### src/rtl/core_run_ctrl_pkg.sv
// Shared types for the core run controller: FSM states, error codes
// and the default halt instruction word.
package core_run_ctrl_pkg;

    typedef enum logic [2:0] {
        ST_IDLE,
        ST_FETCH,
        ST_WAIT,
        ST_EXEC,
        ST_PAUSE,
        ST_HALT,
        ST_ERROR
    } state_e;

    typedef enum logic [1:0] {
        ERR_NONE    = 2'd0,
        ERR_CORE    = 2'd1,
        ERR_TIMEOUT = 2'd2
    } err_code_e;

    localparam logic [31:0] INSN_HALT = 32'h0000_0073;

endpackage

### src/rtl/core_run_watchdog.sv
// Memory-wait watchdog: counts enabled cycles and pulses timeout
// on the cycle the count reaches the limit.
module core_run_watchdog #(
    parameter int unsigned TIMEOUT_CYCLES = 255
) (
    input  logic clk,
    input  logic reset,
    input  logic clr,
    input  logic cnt_en,
    output logic timeout
);

    localparam int unsigned CW =
        ($clog2(TIMEOUT_CYCLES + 1) > 8) ? $clog2(TIMEOUT_CYCLES + 1) : 8;

    logic [CW-1:0] cnt_q;
    logic [CW-1:0] cnt_d;

    always_comb begin
        cnt_d = cnt_q;
        if (clr) begin
            cnt_d = '0;
        end else if (cnt_en) begin
            cnt_d = cnt_q + CW'(1);
        end
    end

    always_ff @(posedge clk or posedge reset) begin
        if (reset) begin
            cnt_q <= '0;
        end else begin
            cnt_q <= cnt_d;
        end
    end

    assign timeout = cnt_en && (cnt_q == CW'(TIMEOUT_CYCLES - 1));

endmodule

### src/rtl/core_run_ctrl.sv
// Run controller: fetch / execute sequencing of the core against imem.
// Define CORE_RUN_CTRL_TIMEOUT_EN to enable the memory-wait watchdog.
module core_run_ctrl
    import core_run_ctrl_pkg::*;
#(
    parameter logic [31:0] HALT_INSN      = INSN_HALT,
    parameter int unsigned TIMEOUT_CYCLES = 255
) (
    input  logic        clk,
    input  logic        reset,
    input  logic        start,
    input  logic        halt_req,
    input  logic        step_mode,
    input  logic        step,
    input  logic        clear,
    output logic        imem_req,
    output logic [31:0] imem_addr,
    input  logic        imem_gnt,
    input  logic        imem_rvalid,
    input  logic [31:0] imem_rdata,
    input  logic [31:0] core_pc,
    input  logic        core_hata,
    output logic        core_en,
    output logic [31:0] core_komut,
    output logic        busy,
    output logic        halted,
    output logic        err,
    output logic [1:0]  err_code,
    output logic [31:0] retired
);

    state_e      state_q, state_d;
    err_code_e   err_code_q, err_code_d;
    logic [31:0] komut_q, komut_d;
    logic [31:0] retired_q, retired_d;
    logic        busy_q, busy_d;
    logic        halted_q, halted_d;
    logic        err_q, err_d;
    logic        timeout;

`ifdef CORE_RUN_CTRL_TIMEOUT_EN
    logic wd_en;

    // Counter is held at zero outside FETCH/WAIT, so it restarts on entry.
    assign wd_en = (state_q == ST_FETCH) || (state_q == ST_WAIT);

    core_run_watchdog #(
        .TIMEOUT_CYCLES(TIMEOUT_CYCLES)
    ) u_wdog (
        .clk     (clk),
        .reset   (reset),
        .clr     (!wd_en),
        .cnt_en  (wd_en),
        .timeout (timeout)
    );
`else
    assign timeout = 1'b0 & (TIMEOUT_CYCLES == 0);
`endif

    always_comb begin
        state_d    = state_q;
        komut_d    = komut_q;
        retired_d  = retired_q;
        err_code_d = err_code_q;
        if (state_q == ST_EXEC) begin
            retired_d = retired_q + 32'd1;
        end
        unique case (state_q)
            ST_IDLE: begin
                if (start) state_d = ST_FETCH;
            end
            ST_FETCH: begin
                if (timeout) begin
                    state_d    = ST_ERROR;
                    err_code_d = ERR_TIMEOUT;
                end else if (imem_gnt) begin
                    state_d = ST_WAIT;
                end
            end
            ST_WAIT: begin
                if (timeout) begin
                    state_d    = ST_ERROR;
                    err_code_d = ERR_TIMEOUT;
                end else if (imem_rvalid) begin
                    komut_d = imem_rdata;
                    state_d = (imem_rdata == HALT_INSN) ? ST_HALT : ST_EXEC;
                end
            end
            ST_EXEC: begin
                if (core_hata) begin
                    state_d    = ST_ERROR;
                    err_code_d = ERR_CORE;
                end else if (halt_req || step_mode) begin
                    state_d = ST_PAUSE;
                end else begin
                    state_d = ST_FETCH;
                end
            end
            ST_PAUSE: begin
                if (step) begin
                    state_d = ST_FETCH;
                end else if (start && !step_mode && !halt_req) begin
                    state_d = ST_FETCH;
                end
            end
            ST_HALT, ST_ERROR: begin
                if (clear) begin
                    state_d    = ST_IDLE;
                    retired_d  = '0;
                    err_code_d = ERR_NONE;
                end
            end
            default: state_d = ST_IDLE;
        endcase
        busy_d   = (state_d == ST_FETCH) || (state_d == ST_WAIT) ||
                   (state_d == ST_EXEC);
        halted_d = (state_d == ST_HALT);
        err_d    = (state_d == ST_ERROR);
    end

    always_ff @(posedge clk or posedge reset) begin
        if (reset) begin
            state_q    <= ST_IDLE;
            err_code_q <= ERR_NONE;
            komut_q    <= '0;
            retired_q  <= '0;
            busy_q     <= 1'b0;
            halted_q   <= 1'b0;
            err_q      <= 1'b0;
        end else begin
            state_q    <= state_d;
            err_code_q <= err_code_d;
            komut_q    <= komut_d;
            retired_q  <= retired_d;
            busy_q     <= busy_d;
            halted_q   <= halted_d;
            err_q      <= err_d;
        end
    end

    assign imem_req   = (state_q == ST_FETCH);
    assign imem_addr  = core_pc;
    assign core_en    = (state_q == ST_EXEC);
    assign core_komut = komut_q;
    assign busy       = busy_q;
    assign halted     = halted_q;
    assign err        = err_q;
    assign err_code   = err_code_q;
    assign retired    = retired_q;

endmodule

### config.mk
export PLATFORM = sky130hd
export DESIGN_NAME = core_run_ctrl
export DESIGN_NICKNAME = d
export VERILOG_FILES = /design/src/rtl/core_run_ctrl_pkg.sv /design/src/rtl/core_run_watchdog.sv /design/src/rtl/core_run_ctrl.sv
export SDC_FILE = /design/constraint.sdc
export NUM_CORES = 1
export LEC_CHECK = 0
export ABC_AREA = 1
export ABC_CLOCK_PERIOD_IN_PS = 2600
export BUFFER_PORTS_ARGS = -buffer_cell sky130_fd_sc_hd__buf_2
export CAP_MARGIN = 5
export CORE_MARGIN = 2
export CORE_UTILIZATION = 47
export DETAILED_ROUTE_END_ITERATION = 12
export PLACE_DENSITY = 0.8
export SYNTH_ARGS = -nofsm -noshare
export SYNTH_HDL_FRONTEND = slang
export SYNTH_SLANG_ARGS = --single-unit
### constraint.sdc
create_clock -name clk -period 2.6 [get_ports clk]
set_input_delay 0.52 -clock clk [delete_from_list [all_inputs] [get_ports clk]]
set_output_delay 0.52 -clock clk [all_outputs]
set_load 0.03 [all_outputs]
==> run_results.csv <==
group,metric,value,unit
placed_design,dpl_worst_slack,0.851,ns
synth,synth-seq-cells,71,
route,drtPass1Iterations,4,
power_and_ir_drop,leakagePower,2.56,nW
route,antenna_left,0,
synth,synth_cell_type_count,32,
setup_path,cp-end-kind,"primary output",
hold_path,worstHoldPathType,"in2async",
cts,htree_levels,3,
placed_design,dp_hpwl,6820,um
timing,tightest_slew,0.703,ns
setup_path,arrival,1.42,ns
setup_path,worstPathCellList,"nand2_1, nor2_4, buf_2",
synth,synthCells,532,
setup_path,worstReg2RegStart,"state_q[1]",
setup_path,crit_path_start_kind,"flop",
synth,synth_ff_type,"dfrtp_1",
route,drt_drc_violations_left,0,
timing,max_freq,0.515,GHz
setup_path,critPathSlowestCell,"dfrtp_1",
cells_and_area,syn_to_final_growth,16.6,%
timing,layout_min_cycle_time,1.94,ns
floorplan,die_y,95.2,um
synth,synth_top_area_cell,"dfrtp_1",
synth,synthArstFlopShare,1.00,
global_route,grt_max_degree,40,
setup_path,r2r_slack,0.82,ns
floorplan,core_area,8130,sq um
global_route,grt-ovfl-total,0,
cts,clockBufferDepth,2,
timing,period_share,0.746,
setup_path,path_delay_family,"flip-flops",
cells_and_area,stdcell_count,724,
placed_design,placedCellCount,708,
synth,synth_most_common_cell,"nand2_1",
synth,synth.top_cell.area_share,0.455,
power_and_ir_drop,ir_worst_vdd,0.587,mV
cts,cts.sinks,71,
timing,slew_viol_final,0,
floorplan,dieArea,9050,sq um
cells_and_area,final_util,0.560,
setup_path,critPathBufInv,1,
timing,finalSetupViolations,0,
cells_and_area,layout-drive-gt1-share,0.239,
synth,syn_area,3900,sq um
setup_path,timing.rr.end,"retired[16]",
route,vias,3512,
setup_path,critPathRequiredTime,2.08,ns
run_status,status,"completed",
power_and_ir_drop,power.density,999,nW/um^2
timing,fin_setup_tns,0,ns
synth,ys_top_cells_by_count,"187 x nand2_1, 79 x nor2_1, 71 x dfrtp_1",
setup_path,crit_fanout,9,
cells_and_area,finalNetCount,689,
cts,clock_tree.root_cell,"clkbuf_8",
floorplan,start_util,0.480,
cts,post_cts_buffers,0,
route,drt_wl_total,8970,um
synth,synth_area_leaders,"dfrtp_1 45%, nand2_1 18%, nor2_1 7.6%, buf_4 6.3%, inv_1 5.7%",
route,drt-initial-drc-count,140,
cts,clk_pin_slew_worst_paths,0.08,ns
cts,cts_tree,"done",
cts,insertion_delay,0.33,ns
setup_path,critPathMaxStageDelay,0.52,ns
cts,cts_resized,0,
setup_path,rr_worst_depth,8,
floorplan,rows,33,
route,wire_per_inst,12.4,um
placed_design,gp_congestion,0.914,
synth,syn_area_per_cell,7.34,sq um
floorplan,io-pin-count,177,
placed_design,io_buffers,111,
setup_path,crit_type,"reg2out",
timing,hold_viol,0,
synth,yosysWarnings,0,
timing,final.setup.worst_slack,0.660,ns
floorplan,dieWidth,95.2,um
cts,hold_buffers,0,
synth,syn_nets,607,
timing,relSlewSlack,0.531,
flow_run,maxCapViolCount,0,
timing,skew,0.00560,ns
global_route,grt_use_total,0.208,
route,via_per_inst,4.85,
global_route,grt_pass1_wl,15000,um
synth,synth_enable_flop_cells,0,
synth,yosysSeqAreaShare,0.455,
cells_and_area,insertedDiodeCount,0,
cts,cts_buffers,9,
global_route,grt_pass1_vias,3395,
setup_path,cp.depth,3,
timing,rsz0062_at_grt,"no",
global_route,antenna_found_initial,0,
[per-stage QoR]
step | hold slack (ns) | instance area [sq um] | total power, W
floorplan | 0.633 | 3910 | 0.00310
global placement | 0.449 | 4320 | 0.00351
detailed placement | 0.458 | 4320 | 0.00357
CTS | 0.301 | 4550 | 0.00459
global route | 0.341 | 4550 | 0.00484
finish | 0.288 | 4550 | 0.00455
[cells by family (layout without fill, tap and decap cells)]
kind of cell             Yosys count  count (layout)  synth area share
AO/OA/AOI/OAI                     25              25            0.0359
AND/OR/NAND/NOR                  322             322             0.352
adder cells (fa/ha/maj)            1               1           0.00320
other                              1               1          0.000960
flip-flops                        71              71             0.455
buffers and inverters            105             192             0.137
XOR/XNOR                           7               7            0.0157
[power breakdown]
part / internal (W) / total, W / leakage (nW) / switching, W
combinational: 0.000511 / 0.00181 / 1.53 / 0.00130
clock: 0.000591 / 0.00101 / 0.112 / 0.000418
sequential: 0.00145 / 0.00173 / 0.922 / 0.000276
[sequential cells by signal (all words and copies together), names as in the netlist]
signal	cells
busy	1
err_code	1
core_komut	32
retired	32
halted	1
err	1
state_q	3
[metal layers]
| layer | up-vias | track usage | part of all wire |
|---|---|---|---|
| met5 | - | 0 | 0 |
| met3 | 9 | 0.0490 | 0.076 |
| met2 | 138 | 0.355 | 0.48 |
| li1 | 1750 | - | - |
| met4 | 0 | 0.0713 | 0.010 |
| met1 | 1615 | 0.259 | 0.43 |
[cell type report]
class | count | area, sq um
inverter | 62 | 233
timing repair buffer | 114 | 591
clock inverter | 5 | 80.1
clock buffer | 11 | 151
fill | 758 | 3580
sequential | 71 | 1780
tap | 105 | 131
multi-input combinational | 356 | 1590
[worst register-to-register path: cells and delay by family (launching register included)]
family                 cells  cell delay [ns]
AO/OA/AOI/OAI              3             0.43
flip-flops                 1             0.49
AND/OR/NAND/NOR            2             0.16
buffers and inverters      3             0.60
[placed cells by master (no fill, tap or decap)]
cell type   Yosys  routed
o21bai_1        1       1
bufinv_16       0       2
nand3_1        22      22
and2_1          1       1
o21ba_2         1       1
buf_4          33       2
buf_2           6     111
inv_2           3       4
nor2_4          3       3
nand3_4         2       2
o21ai_0        12      12
clkbuf_8        1      11
nor2_1         79      79
nor3b_1         3       3
inv_1          59      58
clkinv_2        0       1
a21boi_0        1       1
dfrtp_1        71      71
buf_12          0       1
nor3_1          5       5
a211oi_1        1       1
clkinvlp_4      0       2
xnor2_1         1       1
conb_1          1       1
nand2_1       187     187
o21a_1          1       1
nor2_2          5       5
xor2_1          6       6
nand2_2         1       1
nand3_2         1       1
nor2_8          1       1
a21oi_1         8       8
ha_1            1       1
nand4_1        12      12
[how the worst max path moves through the flow]
stage                        endpoint        from  slack (ns)
after CTS                     core_en  state_q[1]        0.62
after global routing          core_en  state_q[1]        0.55
after global placement    retired[16]  state_q[1]        0.95
after detailed placement  retired[16]  state_q[1]        0.85
final                         core_en  state_q[1]        0.66
after floorplan                  busy       reset        0.28
Power figures use the tool's default switching activity.
